File: src/rtl/pulpino_boot_ctrl.sv
// pulpino_boot_ctrl
//
// Sequences the core reset of a PULPino-style SoC. Core reset is held
// while any reset request is active and for a fixed time afterwards. It
// is then released, and instruction fetch is enabled a fixed time after
// that. A request can come from the debounced push button, from the
// debug master, or from the optional watchdog.
//
// Ports
//   clk_clk        system clock, everything runs on its rising edge
//   reset_reset_n  synchronous active-low block reset
//   key_n          raw push button, low = pressed (asynchronous)
//   jtag_reset     reset request from the debug master, high = request
//   boot_sel       boot address select switch (asynchronous)
//   wdt_kick       single-cycle watchdog refresh pulse
//   core_reset_n   core reset, low = core held in reset
//   fetch_enable   core instruction fetch enable
//   boot_addr      boot address latched when core reset is released
//   reset_count    completed reset sequences, saturates at 255
//   wdt_fired      sticky flag, set when the watchdog caused a reset
//
// Build option
//   BOOT_CTRL_WATCHDOG_EN  when defined, adds a watchdog that requests a
//                          reset after WDT_CYCLES cycles in RUN without a
//                          kick. When undefined, wdt_kick is ignored and
//                          wdt_fired is tied low.

module pulpino_boot_ctrl #(
    parameter int unsigned HOLD_CYCLES     = 16,
    parameter int unsigned FETCH_DELAY     = 8,
    parameter int unsigned DEBOUNCE_CYCLES = 50000,
    parameter logic [31:0] BOOT_ADDR_0     = 32'h0000_8000,
    parameter logic [31:0] BOOT_ADDR_1     = 32'h0000_0000,
    parameter int unsigned WDT_CYCLES      = 50000000
) (
    input  logic        clk_clk,
    input  logic        reset_reset_n,
    input  logic        key_n,
    input  logic        jtag_reset,
    input  logic        boot_sel,
    input  logic        wdt_kick,
    output logic        core_reset_n,
    output logic        fetch_enable,
    output logic [31:0] boot_addr,
    output logic [7:0]  reset_count,
    output logic        wdt_fired
);

    typedef enum logic [1:0] {
        HOLD    = 2'd0,
        RELEASE = 2'd1,
        RUN     = 2'd2
    } state_e;

    // Terminal counts are "last index" values so the counters only ever
    // need to reach N-1.
    localparam logic [15:0] HOLD_LAST  = 16'(HOLD_CYCLES - 1);
    localparam logic [15:0] FETCH_LAST = 16'(FETCH_DELAY - 1);
    localparam int unsigned DEB_W      = (DEBOUNCE_CYCLES > 1) ? $clog2(DEBOUNCE_CYCLES) : 1;
    localparam logic [DEB_W-1:0] DEB_LAST = DEB_W'(DEBOUNCE_CYCLES - 1);

    state_e            state_q;
    logic [15:0]       cnt_q;
    logic              coreResetN_q;
    logic              fetchEnable_q;
    logic [31:0]       bootAddr_q;
    logic [7:0]        resetCount_q;

    logic              keySync1_q, keySync2_q;
    logic              bootSelSync1_q, bootSelSync2_q;
    logic              keyDeb_q, keyDeb_d;
    logic [DEB_W-1:0]  debCnt_q, debCnt_d;

    logic              wdtExpire;
    logic              req;

    // Two-flop synchronizers for the asynchronous button and switch.
    // They come out of reset showing "button released" and "select 0".
    always_ff @(posedge clk_clk) begin
        if (!reset_reset_n) begin
            keySync1_q     <= 1'b1;
            keySync2_q     <= 1'b1;
            bootSelSync1_q <= 1'b0;
            bootSelSync2_q <= 1'b0;
        end else begin
            keySync1_q     <= key_n;
            keySync2_q     <= keySync1_q;
            bootSelSync1_q <= boot_sel;
            bootSelSync2_q <= bootSelSync1_q;
        end
    end

    // Debounce: count consecutive cycles where the synchronized key
    // disagrees with the accepted level. Any agreeing cycle restarts the
    // count; the level flips on the DEBOUNCE_CYCLES-th disagreeing cycle.
    always_comb begin
        keyDeb_d = keyDeb_q;
        debCnt_d = '0;
        if (keySync2_q != keyDeb_q) begin
            if (debCnt_q == DEB_LAST) begin
                keyDeb_d = keySync2_q;
            end else begin
                debCnt_d = debCnt_q + DEB_W'(1);
            end
        end
    end

    // Debounce state registers.
    always_ff @(posedge clk_clk) begin
        if (!reset_reset_n) begin
            keyDeb_q <= 1'b1;
            debCnt_q <= '0;
        end else begin
            keyDeb_q <= keyDeb_d;
            debCnt_q <= debCnt_d;
        end
    end

`ifdef BOOT_CTRL_WATCHDOG_EN
    localparam int unsigned WDT_W = (WDT_CYCLES > 1) ? $clog2(WDT_CYCLES) : 1;
    localparam logic [WDT_W-1:0] WDT_LAST = WDT_W'(WDT_CYCLES - 1);

    logic [WDT_W-1:0] wdtCnt_q, wdtCnt_d;
    logic             wdtFired_q;

    // The watchdog only ages while the core is running. A kick, the
    // expiry itself, or any time outside RUN returns it to zero, so every
    // stay in RUN starts with a fresh timeout. Expiry is a one-cycle
    // request because the FSM leaves RUN on the following edge.
    assign wdtExpire = (state_q == RUN) && !wdt_kick && (wdtCnt_q == WDT_LAST);

    always_comb begin
        wdtCnt_d = '0;
        if ((state_q == RUN) && !wdt_kick && !wdtExpire) begin
            wdtCnt_d = wdtCnt_q + WDT_W'(1);
        end
    end

    // Watchdog counter and the sticky flag that only block reset clears.
    always_ff @(posedge clk_clk) begin
        if (!reset_reset_n) begin
            wdtCnt_q   <= '0;
            wdtFired_q <= 1'b0;
        end else begin
            wdtCnt_q   <= wdtCnt_d;
            wdtFired_q <= wdtFired_q | wdtExpire;
        end
    end

    assign wdt_fired = wdtFired_q;
`else
    logic unusedWdtKick;

    assign unusedWdtKick = wdt_kick;
    assign wdtExpire     = 1'b0;
    assign wdt_fired     = 1'b0;
`endif

    assign req = ~keyDeb_q | jtag_reset | wdtExpire;

    // Reset sequencer. cnt_q counts request-free cycles in HOLD and then
    // cycles in RELEASE. Outputs are registered here, so they move on the
    // same edge as the state. The boot address is sampled only on the
    // HOLD->RELEASE edge so the switch cannot move the core under its feet.
    always_ff @(posedge clk_clk) begin
        if (!reset_reset_n) begin
            state_q       <= HOLD;
            cnt_q         <= '0;
            coreResetN_q  <= 1'b0;
            fetchEnable_q <= 1'b0;
            bootAddr_q    <= BOOT_ADDR_0;
            resetCount_q  <= '0;
        end else begin
            case (state_q)
                HOLD: begin
                    if (req) begin
                        cnt_q <= '0;
                    end else if (cnt_q == HOLD_LAST) begin
                        state_q      <= RELEASE;
                        cnt_q        <= '0;
                        coreResetN_q <= 1'b1;
                        bootAddr_q   <= bootSelSync2_q ? BOOT_ADDR_1 : BOOT_ADDR_0;
                    end else begin
                        cnt_q <= cnt_q + 16'd1;
                    end
                end
                RELEASE: begin
                    if (req) begin
                        state_q      <= HOLD;
                        cnt_q        <= '0;
                        coreResetN_q <= 1'b0;
                    end else if (cnt_q == FETCH_LAST) begin
                        state_q       <= RUN;
                        cnt_q         <= '0;
                        fetchEnable_q <= 1'b1;
                        if (resetCount_q != 8'hFF) begin
                            resetCount_q <= resetCount_q + 8'd1;
                        end
                    end else begin
                        cnt_q <= cnt_q + 16'd1;
                    end
                end
                RUN: begin
                    if (req) begin
                        state_q       <= HOLD;
                        cnt_q         <= '0;
                        coreResetN_q  <= 1'b0;
                        fetchEnable_q <= 1'b0;
                    end
                end
                default: begin
                    state_q       <= HOLD;
                    cnt_q         <= '0;
                    coreResetN_q  <= 1'b0;
                    fetchEnable_q <= 1'b0;
                end
            endcase
        end
    end

    assign core_reset_n = coreResetN_q;
    assign fetch_enable = fetchEnable_q;
    assign boot_addr    = bootAddr_q;
    assign reset_count  = resetCount_q;

endmodule

File: config.mk
export PLATFORM = sky130hd
export DESIGN_NAME = pulpino_boot_ctrl
export DESIGN_NICKNAME = d
export VERILOG_FILES = /design/src/rtl/pulpino_boot_ctrl.sv
export SDC_FILE = /design/constraint.sdc
export NUM_CORES = 1
export LEC_CHECK = 0
export CORE_MARGIN = 5
export CORE_UTILIZATION = 48
export DETAILED_ROUTE_END_ITERATION = 10
export PLACE_DENSITY = 0.77
export SLEW_MARGIN = 15
export SYNTH_ARGS = -nofsm -noshare
export SYNTH_HDL_FRONTEND = slang
export SYNTH_SLANG_ARGS = --single-unit
File: constraint.sdc
create_clock -name clk_clk -period 2.45 [get_ports clk_clk]
set_clock_uncertainty 0.2 [all_clocks]
set_input_delay 0.6125 -clock clk_clk [delete_from_list [all_inputs] [get_ports clk_clk]]
set_output_delay 0.6125 -clock clk_clk [all_outputs]
set_load 0.02 [all_outputs]
==> metrics <==
Comb power frac=0.058; # diodes=0; Internal Power=1.165 mW; Hold-fix buffers, CTS=0; top_reg_cell synth=dfxtp_1; slowest cell on the critical path=clkdlybuf4s50_1; relative slew slack=0.6698; Fill cells=511; port bufs=15; Final Net Count=339; commonest cells in the netlist=dfxtp_1, nor2_1, buf_4; critical-path cell list=clkdlybuf4s50_1; buffers plus inverters on the worst setup path=1; layout cells sized above 1=0.07669; P per Cell Area=505.3 mW/mm²; Clock transition at path regs=80 ps; Least-Margin Pin Slew=492.4 ps; multi-input logic area=0.001475 mm²; Max Clk Rate=458.6 MHz; critical path capture point type=output port; startpoint types=flop; Routed Antenna Nets=0; Final WS setup=269.4 ps; die span in y=84.43 µm; fin cells=398; crit path max fanout=6; Netlist Area Pre-Place=0.002659 mm²; final hold vios=0; final period utilization=0.8900; initial antenna violation count=0; Clock Sinks=50; Clock power frac=0.389; Initial Util=0.4888; first drt pass iteration count=4; post-synth top area cell=dfxtp_1; DRC=0; Max stage delay on crit path=640 ps; Rows=27; leakage=1.088 nW; hpwl dp=3323 µm; Skew-Pair Late Insertion Delay=300 ps; Setup CP Type=reg2out; largest net degree at the start of global routing=17; max_cap viols=0; status=complete, no violations; final design utilization=0.5404; Psw=319.8 µW; Hold Crit Class=reg2reg; clk buf depth=2; Synth top area share=0.3765; area of the core=0.005439 mm²; register area share after synthesis=0.3765; wire length per cell=11.24 µm; routed via count=1972; Detailed Route WL=4473 µm; Area Growth Syn to Fin=10.54%; largest cells by area after synthesis=dfxtp_1, buf_4, xor2_1, nor2_1, xnor2_1; vias in the first global route=1795; FF+latch area=0.001001 mm²; ys async rst share=0; CTS tree=done; synth warn=0; Worst VDD drop=0.4094 mV; Cells after Synth=303; Die Width=84.43 µm; Setup TNS=0 ps; Ports=49; fin crit period=2181 ps; delay-heaviest family, CP=buffers and inverters; die area=0.007128 mm²; count leader, synth=dfxtp_1; EDFF count, synth=0; Req. time, crit path=1640 ps; placed cells=391; grt total ovfl=0; Avg Inst Size Synth=8.775 µm²; Worst EP arrival=1370 ps; DR iter-0 viols=109; first-pass GRT wire length=7576 µm; Via density=4.955; CTS Buf Count=5; H-tree depth=2; RSZ-0062 raised after global routing=false; sequential share of power=0.553; Unique masters post-synth=41; sw frac=0.2154; flops & latches, synth=50; Setup Fix Bufs, Post-CTS=0; setup slack, reg-to-reg=330 ps; Setup-failing EPs final=0; Slew Limit Fails=0; Tot GR Track Use=0.1269; dpl ws=-57.78 ps; Placer Congestion=0.8273; Root Buffer=clkbuf_8
[path summary, 6_finish.rpt]
check | end | depth (start not counted) | from
worst max-delay path | reset_count[3] | 1 | reset_count[3]
worst min-delay path | keySync2_q | 1 | keySync1_q
worst max register to register | cnt_q[5] | 6 | cnt_q[8]
worst min register to register | keySync2_q | 1 | keySync1_q
[cell families (layout without fill, tap and decap cells)]
group	after synthesis	count (layout)	synth area share
compound gates	24	24	0.06353
xor+xnor	33	33	0.1087
fa+ha+maj	7	7	0.03294
buf+inv	47	39	0.1144
flops	50	50	0.3765
mux	3	3	0.01129
other cells	1	32	0.001410
simple gates	138	138	0.2913
[layer usage]
layer | global-route usage | up-vias | wire, µm
li1 | - | 1013 | -
met1 | 0.1662 | 920 | 2102
met2 | 0.2059 | 37 | 2142
met3 | 0.03238 | 2 | 202
met4 | 0.03885 | 0 | 26
met5 | 0 | - | 0
[power groups by stage]
stage	clock network (mW)	logic, mW	registers (mW)
after detailed placement	0	0.0849	0.840
final	0.578	0.0862	0.821
after global routing	0.636	0.0932	0.822
after floorplan	0	0.107	0.839
after CTS	0.601	0.0853	0.821
after global placement	0	0.0843	0.840
[timing repair]
item,CTS,global route
hold endpoints to repair,0,0
resized for setup,0,1
endpoints found under the setup margin,0,1
[cells in the final DEF, fill, tap and decap left out, types with 4 or more instances in the layout]
cell,instances
dfxtp_1,50
inv_1,8
nand3_1,14
ha_1,7
conb_1,32
o21ai_0,8
clkbuf_8,6
xnor2_1,14
nand4_1,9
nand2_1,28
buf_4,8
nor2_1,37
nor4_1,9
and2_1,12
xor2_1,19
clkdlybuf4s50_1,15
a21oi_1,6
nor3_1,4
[cell type report]
type	count	share of cell area
multi-input cells	237	0.5019
flip-flops and latches	50	0.3406
repair buffers	24	0.07833
well taps	72	0.03065
clock buffers	6	0.02810
clock inverters	1	0.01022
inverters	8	0.01022
[state kept, by name, summed over array words and instances, names as in the netlist]
signal          cells
keyDeb_q            1
keySync2_q          1
keySync1_q          1
cnt_q              16
state_q             2
bootSelSync2_q      1
debCnt_q           16
reset_count         8
bootSelSync1_q      1
boot_addr           1
fetch_enable        1
core_reset_n        1
[through the flow]
stage                     hold WS, ps  total power, mW  cell area (µm²)
after floorplan                 186.3           0.9460             2775
after global placement          191.3           0.9242             2821
after detailed placement        195.1           0.9252             2821
after CTS                       215.7            1.507             2934
after global routing            234.7            1.551             2939
final                           211.2            1.485             2939
Power figures use the tool's default switching activity.
